File: src/rtl/multicycle_control_pkg.sv
// Shared encodings for the multicycle MIPS controller: states, opcodes,
// ALU and datapath mux select codes, and the bundled control word.
package multicycle_control_pkg;

  typedef enum logic [3:0] {
    S_IDLE   = 4'd0,
    S_FETCH  = 4'd1,
    S_DECODE = 4'd2,
    S_MEMADR = 4'd3,
    S_MEMRD  = 4'd4,
    S_MEMWB  = 4'd5,
    S_MEMWR  = 4'd6,
    S_EXEC   = 4'd7,
    S_RWB    = 4'd8,
    S_BRANCH = 4'd9,
    S_JUMP   = 4'd10,
    S_IEXEC  = 4'd11,
    S_IWB    = 4'd12,
    S_TRAP   = 4'd13
  } state_t;

  localparam logic [5:0] OP_R    = 6'b000000;
  localparam logic [5:0] OP_ADDI = 6'b001000;
  localparam logic [5:0] OP_LW   = 6'b100011;
  localparam logic [5:0] OP_SW   = 6'b101011;
  localparam logic [5:0] OP_BEQ  = 6'b000100;
  localparam logic [5:0] OP_BNE  = 6'b000101;
  localparam logic [5:0] OP_J    = 6'b000010;

  localparam logic [1:0] ALU_FUNCT = 2'b00;
  localparam logic [1:0] ALU_ADD   = 2'b01;
  localparam logic [1:0] ALU_SUB   = 2'b10;

  localparam logic [1:0] SRCB_RT      = 2'b00;
  localparam logic [1:0] SRCB_FOUR    = 2'b01;
  localparam logic [1:0] SRCB_IMM     = 2'b10;
  localparam logic [1:0] SRCB_IMM_SH2 = 2'b11;

  localparam logic [1:0] PCSRC_ALU    = 2'b00;
  localparam logic [1:0] PCSRC_ALUOUT = 2'b01;
  localparam logic [1:0] PCSRC_JUMP   = 2'b10;

  typedef struct packed {
    logic       pc_wr;
    logic       pc_wr_cond;
    logic       br_ne;
    logic [1:0] pc_src;
    logic       iord;
    logic       mem_rd;
    logic       mem_wr;
    logic       ir_wr;
    logic       reg_wr;
    logic       reg_dst;
    logic       mem_to_reg;
    logic       alu_src_a;
    logic [1:0] alu_src_b;
    logic [1:0] alu_op;
  } ctrl_t;

endpackage

File: src/rtl/multicycle_control_dec.sv
// Moore control decode from the current state; only the FETCH IR/PC write
// strobes depend on the (already USE_ACK-qualified) memory acknowledge.
module multicycle_control_dec
  import multicycle_control_pkg::*;
(
  input  state_t     state,
  input  logic       ack,
  input  logic [5:0] op,
  output ctrl_t      ctrl
);

  always_comb begin
    ctrl = '0;
    case (state)
      S_FETCH: begin
        ctrl.mem_rd    = 1'b1;
        ctrl.alu_src_b = SRCB_FOUR;
        ctrl.alu_op    = ALU_ADD;
        ctrl.pc_src    = PCSRC_ALU;
        ctrl.ir_wr     = ack;
        ctrl.pc_wr     = ack;
      end
      S_DECODE: begin
        ctrl.alu_src_b = SRCB_IMM_SH2;
        ctrl.alu_op    = ALU_ADD;
      end
      S_MEMADR, S_IEXEC: begin
        ctrl.alu_src_a = 1'b1;
        ctrl.alu_src_b = SRCB_IMM;
        ctrl.alu_op    = ALU_ADD;
      end
      S_MEMRD: begin
        ctrl.mem_rd = 1'b1;
        ctrl.iord   = 1'b1;
      end
      S_MEMWB: begin
        ctrl.reg_wr     = 1'b1;
        ctrl.mem_to_reg = 1'b1;
      end
      S_MEMWR: begin
        ctrl.mem_wr = 1'b1;
        ctrl.iord   = 1'b1;
      end
      S_EXEC: begin
        ctrl.alu_src_a = 1'b1;
        ctrl.alu_src_b = SRCB_RT;
        ctrl.alu_op    = ALU_FUNCT;
      end
      S_RWB: begin
        ctrl.reg_wr  = 1'b1;
        ctrl.reg_dst = 1'b1;
      end
      S_IWB: ctrl.reg_wr = 1'b1;
      S_BRANCH: begin
        ctrl.alu_src_a  = 1'b1;
        ctrl.alu_src_b  = SRCB_RT;
        ctrl.alu_op     = ALU_SUB;
        ctrl.pc_wr_cond = 1'b1;
        ctrl.pc_src     = PCSRC_ALUOUT;
        ctrl.br_ne      = (op == OP_BNE);
      end
      S_JUMP: begin
        ctrl.pc_wr  = 1'b1;
        ctrl.pc_src = PCSRC_JUMP;
      end
      default: ;
    endcase
  end

endmodule

File: src/rtl/multicycle_control.sv
// Multicycle MIPS controller: state register, next-state sequencing and the
// sticky illegal-opcode flag; datapath controls come from the decode block.
//
// state  | meaning
// IDLE   | waiting for start
// FETCH  | read instruction, PC += 4 on ack
// DECODE | register read, branch target into ALUOut
// MEMADR | lw/sw effective address
// MEMRD  | data read, hold until ack
// MEMWB  | MDR -> rt
// MEMWR  | data write, hold until ack
// EXEC   | R-type ALU operation
// RWB    | ALUOut -> rd
// BRANCH | compare, conditional PC write
// JUMP   | PC <- jump target
// IEXEC  | addi ALU operation
// IWB    | ALUOut -> rt
// TRAP   | illegal opcode, left only by reset
module multicycle_control
  import multicycle_control_pkg::*;
#(
  parameter bit USE_ACK = 1'b1,
  parameter bit BNE_EN  = 1'b1,
  parameter bit TRAP_EN = 1'b1
) (
  input  logic       clk_i,
  input  logic       rst_i,
  input  logic       start_i,
  input  logic [5:0] Op_i,
  input  logic       mem_ack_i,
  output logic       pc_wr_o,
  output logic       pc_wr_cond_o,
  output logic       br_ne_o,
  output logic [1:0] pc_src_o,
  output logic       iord_o,
  output logic       mem_rd_o,
  output logic       mem_wr_o,
  output logic       ir_wr_o,
  output logic       reg_wr_o,
  output logic       reg_dst_o,
  output logic       mem_to_reg_o,
  output logic       alu_src_a_o,
  output logic [1:0] alu_src_b_o,
  output logic [1:0] alu_op_o,
  output logic       illegal_o,
  output logic [3:0] state_o
);

  state_t state, state_nxt, bad_nxt;
  logic   ack, illegal;
  ctrl_t  ctrl;

  assign ack     = USE_ACK ? mem_ack_i : 1'b1;
  assign bad_nxt = TRAP_EN ? S_TRAP : S_FETCH;

  always_comb begin
    state_nxt = state;
    case (state)
      S_IDLE:   if (start_i) state_nxt = S_FETCH;
      S_FETCH:  if (ack) state_nxt = S_DECODE;
      S_DECODE: begin
        case (Op_i)
          OP_R:         state_nxt = S_EXEC;
          OP_ADDI:      state_nxt = S_IEXEC;
          OP_LW, OP_SW: state_nxt = S_MEMADR;
          OP_BEQ:       state_nxt = S_BRANCH;
          OP_BNE:       state_nxt = BNE_EN ? S_BRANCH : bad_nxt;
          OP_J:         state_nxt = S_JUMP;
          default:      state_nxt = bad_nxt;
        endcase
      end
      S_MEMADR: state_nxt = (Op_i == OP_SW) ? S_MEMWR : S_MEMRD;
      S_MEMRD:  if (ack) state_nxt = S_MEMWB;
      S_MEMWR:  if (ack) state_nxt = S_FETCH;
      S_EXEC:   state_nxt = S_RWB;
      S_IEXEC:  state_nxt = S_IWB;
      S_MEMWB, S_RWB, S_IWB, S_BRANCH, S_JUMP: state_nxt = S_FETCH;
      S_TRAP:   state_nxt = S_TRAP;
      default:  state_nxt = S_IDLE;
    endcase
  end

  // illegal rises together with the entry into TRAP
  always_ff @(posedge clk_i or posedge rst_i) begin
    if (rst_i) begin
      state   <= S_IDLE;
      illegal <= 1'b0;
    end else begin
      state <= state_nxt;
      if (state_nxt == S_TRAP) illegal <= 1'b1;
    end
  end

  multicycle_control_dec u_dec (
    .state (state),
    .ack   (ack),
    .op    (Op_i),
    .ctrl  (ctrl)
  );

  assign pc_wr_o      = ctrl.pc_wr;
  assign pc_wr_cond_o = ctrl.pc_wr_cond;
  assign br_ne_o      = ctrl.br_ne;
  assign pc_src_o     = ctrl.pc_src;
  assign iord_o       = ctrl.iord;
  assign mem_rd_o     = ctrl.mem_rd;
  assign mem_wr_o     = ctrl.mem_wr;
  assign ir_wr_o      = ctrl.ir_wr;
  assign reg_wr_o     = ctrl.reg_wr;
  assign reg_dst_o    = ctrl.reg_dst;
  assign mem_to_reg_o = ctrl.mem_to_reg;
  assign alu_src_a_o  = ctrl.alu_src_a;
  assign alu_src_b_o  = ctrl.alu_src_b;
  assign alu_op_o     = ctrl.alu_op;
  assign illegal_o    = illegal;
  assign state_o      = state;

endmodule

File: config.mk
export PLATFORM = sky130hd
export DESIGN_NAME = multicycle_control
export DESIGN_NICKNAME = d
export VERILOG_FILES = /design/src/rtl/multicycle_control_pkg.sv /design/src/rtl/multicycle_control_dec.sv /design/src/rtl/multicycle_control.sv
export SDC_FILE = /design/constraint.sdc
export NUM_CORES = 1
export LEC_CHECK = 0
export BUFFER_PORTS_ARGS = -buffer_cell sky130_fd_sc_hd__buf_2
export CORE_MARGIN = 5
export CORE_UTILIZATION = 43
export CTS_CLUSTER_SIZE = 20
export DETAILED_ROUTE_END_ITERATION = 8
export PLACE_DENSITY_LB_ADDON = 0.12
export RECOVER_POWER = 100
export SYNTH_ARGS = -nofsm -noshare
export SYNTH_HDL_FRONTEND = slang
export SYNTH_SLANG_ARGS = --single-unit
File: constraint.sdc
create_clock -name clk_i -period 2.1 [get_ports clk_i]
set_clock_uncertainty 0.2 [all_clocks]
set_input_delay 0.105 -clock clk_i [delete_from_list [all_inputs] [get_ports clk_i]]
set_output_delay 0.105 -clock clk_i [all_outputs]
set_load 0.02 [all_outputs]
==> flow_summary_export.csv <==
group,metric,value,unit
placement,hpwlAfterDp,1311,um
logic_synthesis,synth-warning-count,0,
grt,grt_max_degree,15,
placement,place.gp.congestion,0.7843,
grt,busiest_layer,"met2",
logic_synthesis,synth_xor_area_share,1.493,%
logic_synthesis,synth.area.mux_share,1.706,%
grt,number_of_antenna_violations_at_the_first_check_in_global_routing,0,
logic_synthesis,ys_types,35,
logic_synthesis,yosys_register_bits,5,
sta,totalNegativeSetupSlack,0,ns
logic_synthesis,synth_adder_area_share,0,%
route,detail-route-antenna-nets,0,
worst_hold_path,worstHoldPathType,"in2reg",
logic_synthesis,synth_top_family_by_area,"simple AND/OR/NAND/NOR gates",
cts,cts_max_path_buffers,2,
logic_synthesis,synth-simple-area-share,40.72,%
grt,grt_first_pass_wirelength,2559,um
cells_and_area,finalNetCount,126,
cells_and_area,final_area,787.0,sq um
worst_setup_path,setup.worst_path.class,"reg2out",
floorplanning,count_of_pins_on_the_block_boundary,32,
grt,gr-usage-met3,2.299,%
cells_and_area,drive_above_1_share,22.61,%
outcome,run_status,"finished clean",
route,firstDrtPassIters,4,
grt,gr-usage-met1,21.20,%
logic_synthesis,post_synth_inst_count,77,
cells_and_area,layout-area-overhead-vs-synth,34.12,%
route,viasPerCell,5.423,
cts,cts_resized,0,
cells_and_area,sequential_cell_area,125.1,sq um
sta,setup_violation_total_in_the_final_timing_report,0,
placement,place.port_buffers,31,
worst_setup_path,cp_max_fo,9,
cts,tritoncts,"built",
cells_and_area,multi_input_comb_area,427.9,sq um
power_and_ir_drop,power_density_of_the_placed_cells,1412,nW/um^2
sta,fin_crit_sh,92.31,%
cells_and_area,post-route-util,60.48,%
sta,worstMarginPinSlew,0.4249,ns
cts,total_clock_buffers_created_by_cts,3,
cts,cts.htree.levels,1,
worst_setup_path,cp-start-kind,"register",
cts,cts.root.buffer_cell,"sky130_fd_sc_hd__clkbuf_4",
floorplanning,die_h,46.94,um
power_and_ir_drop,power_leakage,0.3284,nW
cells_and_area,final.fill_count,144,
logic_synthesis,syn_avg_cell_area,7.621,sq um
cts,clk-insertion-delay-late,0.24,ns
floorplanning,die_x,46.94,um
route,remaining_drc_errors,0,
floorplanning,fp.dieArea,2203,sq um
worst_setup_path,crit_arrival,1.63,ns
floorplanning,start_util,45.10,%
route,aggregate_routed_wire_length,1619,um
worst_setup_path,critPathRequiredTime,1.79,ns
cts,clk_pin_slew_worst_paths,0.04,ns
sta,final.min_clock_period,1.939,ns
sta,slew-limit-headroom,71.60,%
logic_synthesis,synth-seq-area-share,21.32,%
worst_setup_path,critical_path.endpoint_type,"output pin",
job,maxCapViolations,0,
logic_synthesis,synth.net_count,87,
floorplanning,placeableCoreArea,1301,sq um
cells_and_area,antenna_cells_inserted,0,
route,drtIter0Drc,17,
sta,hold_viol,0,
logic_synthesis,synth_compound_area_share,29.00,%
power_and_ir_drop,worst_ir_drop_vdd,0.9044,mV
placement,placed_cell_area,783.3,sq um
grt,first_global_vias,585,
grt,groute.usage.overall,16.11,%
sta,grt_setup_unrepaired,"no",
cts,clkSinkCount,5,
sta,maxClockFrequency,0.5158,GHz
route,routedWlPerCell,12.45,um
logic_synthesis,syn-cell-area,586.8,sq um
grt,globalRoute.totalOverflow,0,
route,dr_total_vias,705,
floorplanning,placementRows,13,
grt,groute.layer.met2.usage,26.29,%
sta,final-max-slew-violation-count,0,
[synth_stat cells]
cell,number,area share (%)
sky130_fd_sc_hd__or2b_1,1,1.3
sky130_fd_sc_hd__nand3b_1,1,1.3
sky130_fd_sc_hd__nor4b_2,1,2.6
sky130_fd_sc_hd__nor2b_1,1,1.1
sky130_fd_sc_hd__mux2i_1,1,1.7
sky130_fd_sc_hd__and3b_1,1,1.5
sky130_fd_sc_hd__a32o_1,1,1.7
sky130_fd_sc_hd__nor4_1,2,2.1
sky130_fd_sc_hd__a31o_1,1,1.5
sky130_fd_sc_hd__a21o_1,1,1.3
sky130_fd_sc_hd__a211oi_1,1,1.3
sky130_fd_sc_hd__and3_1,1,1.1
sky130_fd_sc_hd__or2_2,1,1.1
sky130_fd_sc_hd__o22a_1,1,1.5
sky130_fd_sc_hd__buf_2,3,2.6
sky130_fd_sc_hd__o211ai_1,4,5.1
sky130_fd_sc_hd__a21boi_0,2,2.6
sky130_fd_sc_hd__or3_4,1,1.9
sky130_fd_sc_hd__nand2b_1,8,8.5
sky130_fd_sc_hd__nand3_1,2,1.7
sky130_fd_sc_hd__a221oi_1,1,1.5
sky130_fd_sc_hd__o221ai_2,1,2.6
sky130_fd_sc_hd__buf_4,2,2.6
sky130_fd_sc_hd__inv_1,1,0.64
sky130_fd_sc_hd__nor2_1,13,8.3
sky130_fd_sc_hd__o2111a_1,1,1.9
sky130_fd_sc_hd__nand2_1,4,2.6
sky130_fd_sc_hd__dfrtp_1,5,21
sky130_fd_sc_hd__o31ai_2,1,2.1
sky130_fd_sc_hd__xnor2_1,1,1.5
sky130_fd_sc_hd__and4b_1,1,1.7
sky130_fd_sc_hd__nor4b_1,1,1.5
sky130_fd_sc_hd__nor3_1,3,2.6
sky130_fd_sc_hd__a21oi_1,3,2.6
sky130_fd_sc_hd__o21ai_0,4,3.4
[worst max-delay path, cell delays in order, from the launching register on]
cell                       delay (ns)
sky130_fd_sc_hd__dfrtp_1         0.40
sky130_fd_sc_hd__buf_4           0.18
sky130_fd_sc_hd__nand2b_1        0.15
sky130_fd_sc_hd__buf_4           0.17
sky130_fd_sc_hd__nor4_1          0.24
sky130_fd_sc_hd__clkbuf_1        0.26
[layer usage]
metal  vias to the layer above  share of wire [%]
met5                         -                  0
met4                         0                1.1
met3                         2                7.9
met2                        21                 46
met1                       311                 45
li1                        371                  -
[cell type report]
class,instances,share of cell area (%)
multi-input combinational,66,54.37
sequential,5,15.90
tap,15,2.385
inverter,1,0.4769
timing repair buffer,39,23.53
clock buffer,4,3.339
[state kept, by name, summed over array words and instances, names as in the netlist]
register and flops:
illegal_o 1, state_o 4
[repair_timing]
action	4_1_cts	5_1_grt
hold buffers	1	0
hold endpoints to repair	5	0
buffers inserted	0	0
setup endpoints to repair	0	0
[final timing paths]
check / from / slack, ns / endpoint / cells past startpoint
worst max register to register: state_o[3] / 0.26 / illegal_o / 4
worst max-delay path: state_o[2] / 0.16 / br_ne_o / 5
worst min-delay path: Op_i[0] / 0.02 / state_o[0] / 3
worst min register to register: illegal_o / 0.26 / illegal_o / 1
max in group asynchronous: rst_i / 1.43 / state_o[1] / 3
min in group asynchronous: rst_i / 0.10 / illegal_o / 3
[placed cells by master, fill, tap and decap left out, drive strengths merged, types with 3 or more instances in the layout]
master / count
a21oi: 3
buf: 18
clkbuf: 24
dfrtp: 5
nand2: 4
nand2b: 8
nor2: 13
nor3: 3
o211ai: 4
o21ai: 4
[report_power, final]
| part | switching, mW | internal, mW | leakage (nW) | total (mW) |
|---|---|---|---|---|
| combinational | 0.511 | 0.300 | 0.250 | 0.811 |
| sequential | 0.0539 | 0.137 | 0.0634 | 0.191 |
| clock | 0.0374 | 0.0717 | 0.0150 | 0.109 |
| total | 0.602 | 0.509 | 0.328 | 1.11 |
[logic make-up after synthesis]
family,count (synthesis)
XOR/XNOR,1
multiplexers,1
AND/OR/NAND/NOR,42
AO/OA/AOI/OAI,22
buffers and inverters,6
flip-flops,5
[per-stage QoR]
stage | power, mW | setup slack (ns) | hold slack (ns) | cells
after global placement | 1.038 | 0.2525 | -0.1971 | 125
after detailed placement | 1.050 | 0.2654 | -0.1930 | 125
final | 1.111 | 0.1614 | 0.02271 | 130
after CTS | 1.168 | 0.2035 | 0.01282 | 130
after floorplan | 0.7725 | 0.2450 | -0.3165 | 77
after global routing | 1.210 | 0.08031 | 0.03616 | 130
Note: power is estimated with default switching activity, not from simulation.
